## src/rtl/rr_arb_pkg.sv

```systemverilog
// Shared types and constants for the 8-way round-robin grant arbiter.
// Used by rr_pick_8 and rr_grant_arbiter_8.
package rr_arb_pkg;

   localparam int NREQ  = 8;
   localparam int IDX_W = 3;

   // Holding 7 here makes the first search after reset begin at requester 0.
   localparam logic [IDX_W-1:0] LAST_IDX_RST = 3'd7;

   typedef enum logic {
      IDLE  = 1'b0,
      GRANT = 1'b1
   } arb_state_e;

   function automatic logic [NREQ-1:0] idx_to_onehot(input logic [IDX_W-1:0] idx);
      return NREQ'(1) << idx;
   endfunction

endpackage

```

## src/rtl/rr_pick_8.sv

```systemverilog
// Combinational round-robin pick: the first set request found searching upward
// from last_idx+1, wrapping 7 -> 0, with last_idx itself searched last.
module rr_pick_8
   import rr_arb_pkg::*;
(
   input  logic [NREQ-1:0]  req,
   input  logic [IDX_W-1:0] last_idx,
   output logic             found,
   output logic [IDX_W-1:0] winner_idx
);

   logic [IDX_W-1:0] cand;

   // Walk from the farthest offset to the nearest so the nearest hit overwrites.
   always_comb begin
      found      = 1'b0;
      winner_idx = '0;
      cand       = '0;
      for (int i = NREQ - 1; i >= 0; i--) begin
         cand = last_idx + IDX_W'(i + 1);
         if (req[cand]) begin
            found      = 1'b1;
            winner_idx = cand;
         end
      end
   end

endmodule

```

## src/rtl/rr_grant_arbiter_8.sv

```systemverilog
// Round-robin arbiter for 8 requesters with registered one-hot grant and index.
// Define RR_GRANT_ARBITER_HOLD_LIMIT_EN to revoke grants held for MAX_HOLD cycles.
module rr_grant_arbiter_8 #(
   parameter int NREQ     = 8,
   parameter int MAX_HOLD = 16
) (
   input  logic            clk,
   input  logic            rst_n,
   input  logic            en,
   input  logic [NREQ-1:0] req,
   output logic [NREQ-1:0] grant,
   output logic [2:0]      grant_idx,
   output logic            grant_valid,
   output logic            timeout
);

   import rr_arb_pkg::*;

   if (NREQ != 8 || MAX_HOLD < 2 || MAX_HOLD > 255) begin : g_bad_params
      $error("rr_grant_arbiter_8: NREQ must be 8 and MAX_HOLD within 2..255");
   end

   arb_state_e       state_q, state_nxt;
   logic [NREQ-1:0]  grant_q, grant_nxt;
   logic [IDX_W-1:0] idx_q, idx_nxt;
   logic [IDX_W-1:0] last_q, last_nxt;
   logic             found;
   logic [IDX_W-1:0] win_idx;

`ifdef RR_GRANT_ARBITER_HOLD_LIMIT_EN
   localparam logic [7:0] HOLD_LAST = 8'(MAX_HOLD - 1);
   logic [7:0] cnt_q, cnt_nxt;
   logic       to_q, to_nxt;
`endif

   rr_pick_8 u_pick (
      .req        (req),
      .last_idx   (last_q),
      .found      (found),
      .winner_idx (win_idx)
   );

   always_comb begin
      state_nxt = state_q;
      grant_nxt = grant_q;
      idx_nxt   = idx_q;
      last_nxt  = last_q;
`ifdef RR_GRANT_ARBITER_HOLD_LIMIT_EN
      cnt_nxt   = cnt_q;
      to_nxt    = 1'b0;
`endif
      case (state_q)
         IDLE: begin
            if (en && found) begin
               state_nxt = GRANT;
               idx_nxt   = win_idx;
               grant_nxt = idx_to_onehot(win_idx);
`ifdef RR_GRANT_ARBITER_HOLD_LIMIT_EN
               cnt_nxt   = '0;
`endif
            end
         end
         GRANT: begin
            // A dropped request wins over en=0 and over the hold limit; all revoke alike.
            if (!req[idx_q] || !en) begin
               state_nxt = IDLE;
               grant_nxt = '0;
               idx_nxt   = '0;
               last_nxt  = idx_q;
            end
`ifdef RR_GRANT_ARBITER_HOLD_LIMIT_EN
            else if (cnt_q == HOLD_LAST) begin
               state_nxt = IDLE;
               grant_nxt = '0;
               idx_nxt   = '0;
               last_nxt  = idx_q;
               to_nxt    = 1'b1;
            end else begin
               cnt_nxt = cnt_q + 8'd1;
            end
`endif
         end
         default: begin
            state_nxt = IDLE;
            grant_nxt = '0;
            idx_nxt   = '0;
         end
      endcase
   end

   always_ff @(posedge clk or negedge rst_n) begin
      if (!rst_n) begin
         state_q <= IDLE;
         grant_q <= '0;
         idx_q   <= '0;
         last_q  <= LAST_IDX_RST;
      end else begin
         state_q <= state_nxt;
         grant_q <= grant_nxt;
         idx_q   <= idx_nxt;
         last_q  <= last_nxt;
      end
   end

`ifdef RR_GRANT_ARBITER_HOLD_LIMIT_EN
   always_ff @(posedge clk or negedge rst_n) begin
      if (!rst_n) begin
         cnt_q <= '0;
         to_q  <= 1'b0;
      end else begin
         cnt_q <= cnt_nxt;
         to_q  <= to_nxt;
      end
   end

   assign timeout = to_q;
`else
   assign timeout = 1'b0;
`endif

   assign grant       = grant_q;
   assign grant_idx   = idx_q;
   assign grant_valid = (state_q == GRANT);

endmodule

```

## config.mk

```make
export PLATFORM = sky130hd
export DESIGN_NAME = rr_grant_arbiter_8
export DESIGN_NICKNAME = d
export VERILOG_FILES = /design/src/rtl/rr_arb_pkg.sv /design/src/rtl/rr_pick_8.sv /design/src/rtl/rr_grant_arbiter_8.sv
export SDC_FILE = /design/constraint.sdc
export NUM_CORES = 1
export LEC_CHECK = 0
export ABC_CLOCK_PERIOD_IN_PS = 3000
export BUFFER_PORTS_ARGS = -buffer_cell sky130_fd_sc_hd__buf_2
export CORE_ASPECT_RATIO = 0.8
export CORE_MARGIN = 2
export CORE_UTILIZATION = 30
export DETAILED_ROUTE_END_ITERATION = 8
export PLACE_DENSITY = 0.52
export SETUP_SLACK_MARGIN = 0.02
export SYNTH_ARGS = -nofsm -noshare
export SYNTH_HDL_FRONTEND = slang
export SYNTH_SLANG_ARGS = --single-unit
```

## constraint.sdc

```tcl
create_clock -name clk -period 3 [get_ports clk]
set_input_delay 0.6 -clock clk [delete_from_list [all_inputs] [get_ports clk]]
set_output_delay 0.6 -clock clk [all_outputs]
set_load 0.1 [all_outputs]
```

# --- Yosys cells after proc, flatten, opt, wreduce, memory -nomap -nowiden ---
# Index checks and enable logic that the tools add are counted.
totals:
  reg_bits: 15
  output_inout_bits: 13
  wordCells: 73
classes:
  add_sub_neg: 7
  n_lt_le_gt_ge: 9
  eq_ne: 2
  shift: 1
  mux: 43
  n_bitwise: 1
  n_reduce_logical: 6
ops:
  columns: ["operator", "count"]
  rows:
  - ["$lt 3x4->1 const B", 9]
  - ["$mux 3", 10]
  - ["$bmux 1 s3", 9]
  - ["$mux 1", 19]
  - ["$mux 8", 2]
  - ["$pmux 8 s2", 1]
  - ["$add 3x3->3 const B", 4]
  - ["$shl 1x3->8 const A", 1]
  - ["$add 3x2->3 const B", 2]
  - ["$pmux 3 s2", 1]
  - ["$reduce_and 2->1", 2]
  - ["$add 3x1->3 const B", 1]
  - ["$logic_not 1->1", 2]
  - ["$ne 2x1->1 const B", 1]
  - ["$ne 2x2->1 const B", 1]
  - ["$pmux 1 s2", 1]
  - ["$logic_and 1x1->1", 1]
  - ["$logic_or 1x1->1", 1]
  - ["$not 1->1", 1]

# --- Logic depth before layout (Yosys ltp) ---
depth:
  depth_word: 13
  mapped_depth: 13
  mapped_depth_nobuf: 9

# --- Cells and area by module ---
# A second synthesis with hierarchy kept.
hier_totals:
  cells_unflattened: 159
  area_unflattened_um2: 1536.5
modules_own_cells:
  columns: ["module", "instances", "cells_each", "area_per_inst_um2", "seq_area_each_um2"]
  rows:
  - ["rr_grant_arbiter_8", 1, 82, 862.1, 379.1]
  - ["rr_pick_8", 1, 77, 674.4, 0.0]

# --- Least setup slack after synthesis ---
# Ideal clock, no wire load.
synth_path:
  path_type: "register to register"
  startpoint: "register last_q[1]"
  endpoint: "register grant_q[0], in the netlist grant[0]"
  setup_ns: 0.123
  t_arrival_ns: 3.105
  required_ns: 2.877
  setup_slack_ns: -0.228
  path_stages_with_launch: 14
  synth_period_minus_slack_ns: 3.228
  path_cell_list: "dfstp_2 buf_2 buf_6 inv_1 ha_1 buf_6 buf_2 mux2i_1 o22ai_1 or3_1 a2111oi_1 a41oi_1 and3b_4 a32o_1"
synth_between:
  elab_chain_len: 13
synth_lines:
  columns: ["element", "line", "source"]
  rows:
  - ["start: declaration", "rr_grant_arbiter_8.sv:26", "logic [IDX_W-1:0] last_q, last_nxt;"]
  - ["start signal: assignment", "rr_grant_arbiter_8.sv:101", "last_q <= last_nxt;"]
  - ["$add 3x3->3 or $bmux 1 s3 (tied branches)", "rr_pick_8.sv:20, rr_pick_8.sv:21", null]
  - ["$bmux 1 s3 or $mux 1 (tied branches)", "rr_pick_8.sv:21", "if (req[cand]) begin"]
  - ["$mux 1 (not written as such) or $mux 3 (tied branches)", "rr_pick_8.sv:21", null]
  - ["$mux 3 or $mux 1 (tied branches) (7 in series)", "rr_pick_8.sv:21", null]
  - ["$shl 1x3->8 or $logic_and 1x1->1 (tied branches)", "rr_arb_pkg.sv:17, rr_grant_arbiter_8.sv:54", null]
  - ["$mux 8 or $ne 2x2->1 (tied branches)", null, null]
  - ["$pmux 8 s2 or $reduce_and 2->1 (tied branches)", null, null]
  - ["end signal: assignment", "rr_grant_arbiter_8.sv:99", "grant_q <= grant_nxt;"]
  - ["end: declaration", "rr_grant_arbiter_8.sv:24", "logic [NREQ-1:0] grant_q, grant_nxt;"]
# Several ways; a longest one is shown, not always the timed one. The select of a mux whose other input is x is not followed.
# A chain may end at the register's enable or synchronous reset.

# --- Worst setup path in the final report ---
layout_path:
  startpoint: "register last_q[0]"
  endpoint: "register grant_q[5], in the netlist grant[5]"
# The elaborated chain is that of the path after synthesis.

==> results.md <==
* Pins Over Slew Limit at 0
* Clk_skew at roughly 0.0037 ns
* Clk pin slew, worst setup/hold paths at roughly 0.060 ns
* Reg2reg path depth at 9
* Die height at approximately 71 um
* Setup Viol. Count Final at 0
* RSZ-0062 raised after global routing: true
* Clock Sinks at 15
* Mean number of vias per cell at approximately 5.6
* Layout cells sized above 1 at between 40% and 50%
* Vias in the first global route at approximately 1500
* Critical path's slowest cell: dfstp_2
* CP startpoint kind: flip-flop
* Drt pass-1 iters at 4
* Max-Cap Viols at 0
* Delay-heaviest family, CP: multiplexers
* Most frequent cells in the layout: 22 x buf_2, 15 x buf_4, 14 x nand2_1
* Crit share post-route at between 90 and 100%
* CP bufs+invs at 2
* Pin count of the biggest net entering global routing at 23
* Area Growth Syn to Fin at 27.8%
* Worst path max stage delay at ~0.57 ns
* Syn Nets at 185
* Htree depth at 1
* Vias at about 1600
* Site Rows at 24
* Worst Hold Slack at between 0.2 and 0.25 ns
* Bufs on Longest Clock Path at 2
* I/O pin cnt at 24
* Synth async-reset ratio at 100%
* DP HPWL at around 3600 um
* Yosys warnings at 0
* Critical path, cell by cell: inv_4 > ha_4 > mux2_4 > mux4_2 > inv_2 > nand2_1 > or3_4 > and3_4 > a32o_1
* WL/cell at 16.6 um
* Die extent in x at 88.2 um
* Max Fclk at 0.341 GHz
* CTS tree: done
* Core Footprint at roughly 5500 sq um
* Root Buffer: clkbuf_8
* Crit path DAT at between 3 and 4 ns
* Slew @ Worst Pin at ~0.52 ns
* Initial DRC count at 119
* Post-CTS Hold Fix Bufs at 0
* WS Path Type: reg2reg
* DR DRC count at 0
* #FFs+latches synth at 15
* Congestion Overflow GR at 0
* Initial Util at between 30% and 40%
* Crit. Startpoint: last_q[0]
* Placer Congestion at approximately 0.91
* Routed wire length at roughly 4600 um
* Max FO, Critical Path at 7
* Nets@finish at 216
* Antenna violation net count after detailed routing at 0
* PortBufs at 22
* Post-Syn Area per Cell at a little under 10 sq um
* Post-synth EDFFs at 0
* Global-route wire length before repair at 7630 um
* Final Hold Viols at 0
* RR Startpoint: last_q[0]
* Diodes inserted at 0
* Initial antenna violation count at 0
* Seq/Total Area, Yosys at between 20% and 30%
* Mapped cell area at approximately 1700 sq um
* Run status: finished, final reports clean
* Crit path time final at approximately 3 ns
* Required time worst endpoint at roughly 3.1 ns
* Worst-skew pair later-pin latency at between 0.2 and 0.3 ns
* Cells after Synth at ~170
* Top FF cell, synth: dfrtp_1
* Slew HR at 65.2%
* Commonest non-fill, non-tap cell in the layout: buf_2
* WP depth at 9
* CTS buffer count at 3
* Unique masters post-synth at 55
* Total GRT Usage at ~15%
* Hold crit path type: in2async
* Die area at between 6000 and 7000 sq um
* Setup crit end kind: flip-flop
==> area by class of cell <==
type,count,area (sq um)
Clock buffer,4,45.0
Multi-Input combinational cell,137,1370
Sequential cell,15,379
Inverter,7,33.8
Tap cell,78,97.6
Timing Repair Buffer,39,254
Fill cell,579,3290
==> logic make-up (layout without fill, tap and decap cells) <==
| family | count (synthesis) | count (layout) | synth area share (%) |
|---|---|---|---|
| adder cells (fa/ha/maj) | 2 | 2 | 1.47 |
| buffers and inverters | 20 | 50 | 6.39 |
| flip-flops | 15 | 15 | 22.3 |
| XOR/XNOR | 4 | 4 | 2.06 |
| multiplexers | 34 | 34 | 30.2 |
| other | 1 | 1 | 0.220 |
| AND/OR/NAND/NOR | 52 | 52 | 16.2 |
| AO/OA/AOI/OAI | 44 | 44 | 21.2 |
==> cell usage after synthesis (2+ instances only) <==
cell type / number / share of area [%]
mux2i_1: 9 / 5.3
a211o_1: 2 / 1.0
nor3_1: 4 / 1.2
nor2_1: 8 / 1.8
or3_1: 4 / 1.5
a21o_1: 2 / 0.88
mux4_2: 10 / 13
clkbuf_1: 3 / 0.66
nor4_1: 2 / 0.73
a21oi_1: 3 / 0.88
o22ai_1: 2 / 0.73
xnor2_1: 2 / 1.0
dfrtp_1: 12 / 18
nor2b_1: 3 / 1.1
a31oi_1: 2 / 0.73
a311oi_1: 2 / 1.0
buf_6: 3 / 2.0
nand3_1: 6 / 1.8
mux2_2: 13 / 8.6
nand2b_1: 4 / 1.5
buf_2: 6 / 1.8
nand2_1: 14 / 3.1
o2bb2ai_1: 2 / 1.0
o21ai_0: 6 / 1.8
mux4_1: 2 / 3.1
ha_1: 2 / 1.5
a32o_1: 8 / 4.7
inv_1: 6 / 1.3
xor2_1: 2 / 1.0
dfstp_2: 3 / 4.6
==> state kept, by name (all words and copies together) (netlist names) <==
| name | count |
|---|---|
| grant_valid | 1 |
| grant_idx | 3 |
| grant | 8 |
| last_q | 3 |
==> worst paths after layout <==
check	slack [ns]	end
setup reg to reg	0.06	grant[5]
setup / recovery	0.06	grant[5]
hold reg to reg	0.49	grant[1]
max in group asynchronous	2.45	last_q[2]
hold / removal	0.25	grant[0]
min in group clk	0.49	grant[1]
==> routing by layer <==
layer  share of wire (%)  GRT usage (%)
met1                  49           24.6
met2                  44           21.8
met3                 6.8           3.80
met4                0.22           1.52
met5                   0              0
==> through the flow <==
stage	utilization [%]	TNS (ns)	cell area (sq um)	setup WS, ns	std cells
finish	39.8	0	2180	0.0643	280
global route	39.8	-0.0175	2180	-0.0105	280
CTS	37.9	0	2070	0.0246	279
detailed placement	36.7	0	2000	0.00412	275
global placement	36.7	0	2000	0.0373	275
floorplan	-	-0.0545	1760	-0.0176	172
==> timing repair <==
action                                  CTS  global route
gates cloned                              0             0
pin swaps                                 0             7
buffers inserted                          0             1
endpoints found under the setup margin    4            11
gates resized for setup                   2            25
hold endpoints to repair                  0             0
Power is left out: the tool's default activity adds up to more than one toggle a clock period on the data nets, which glitch-free logic cannot reach.
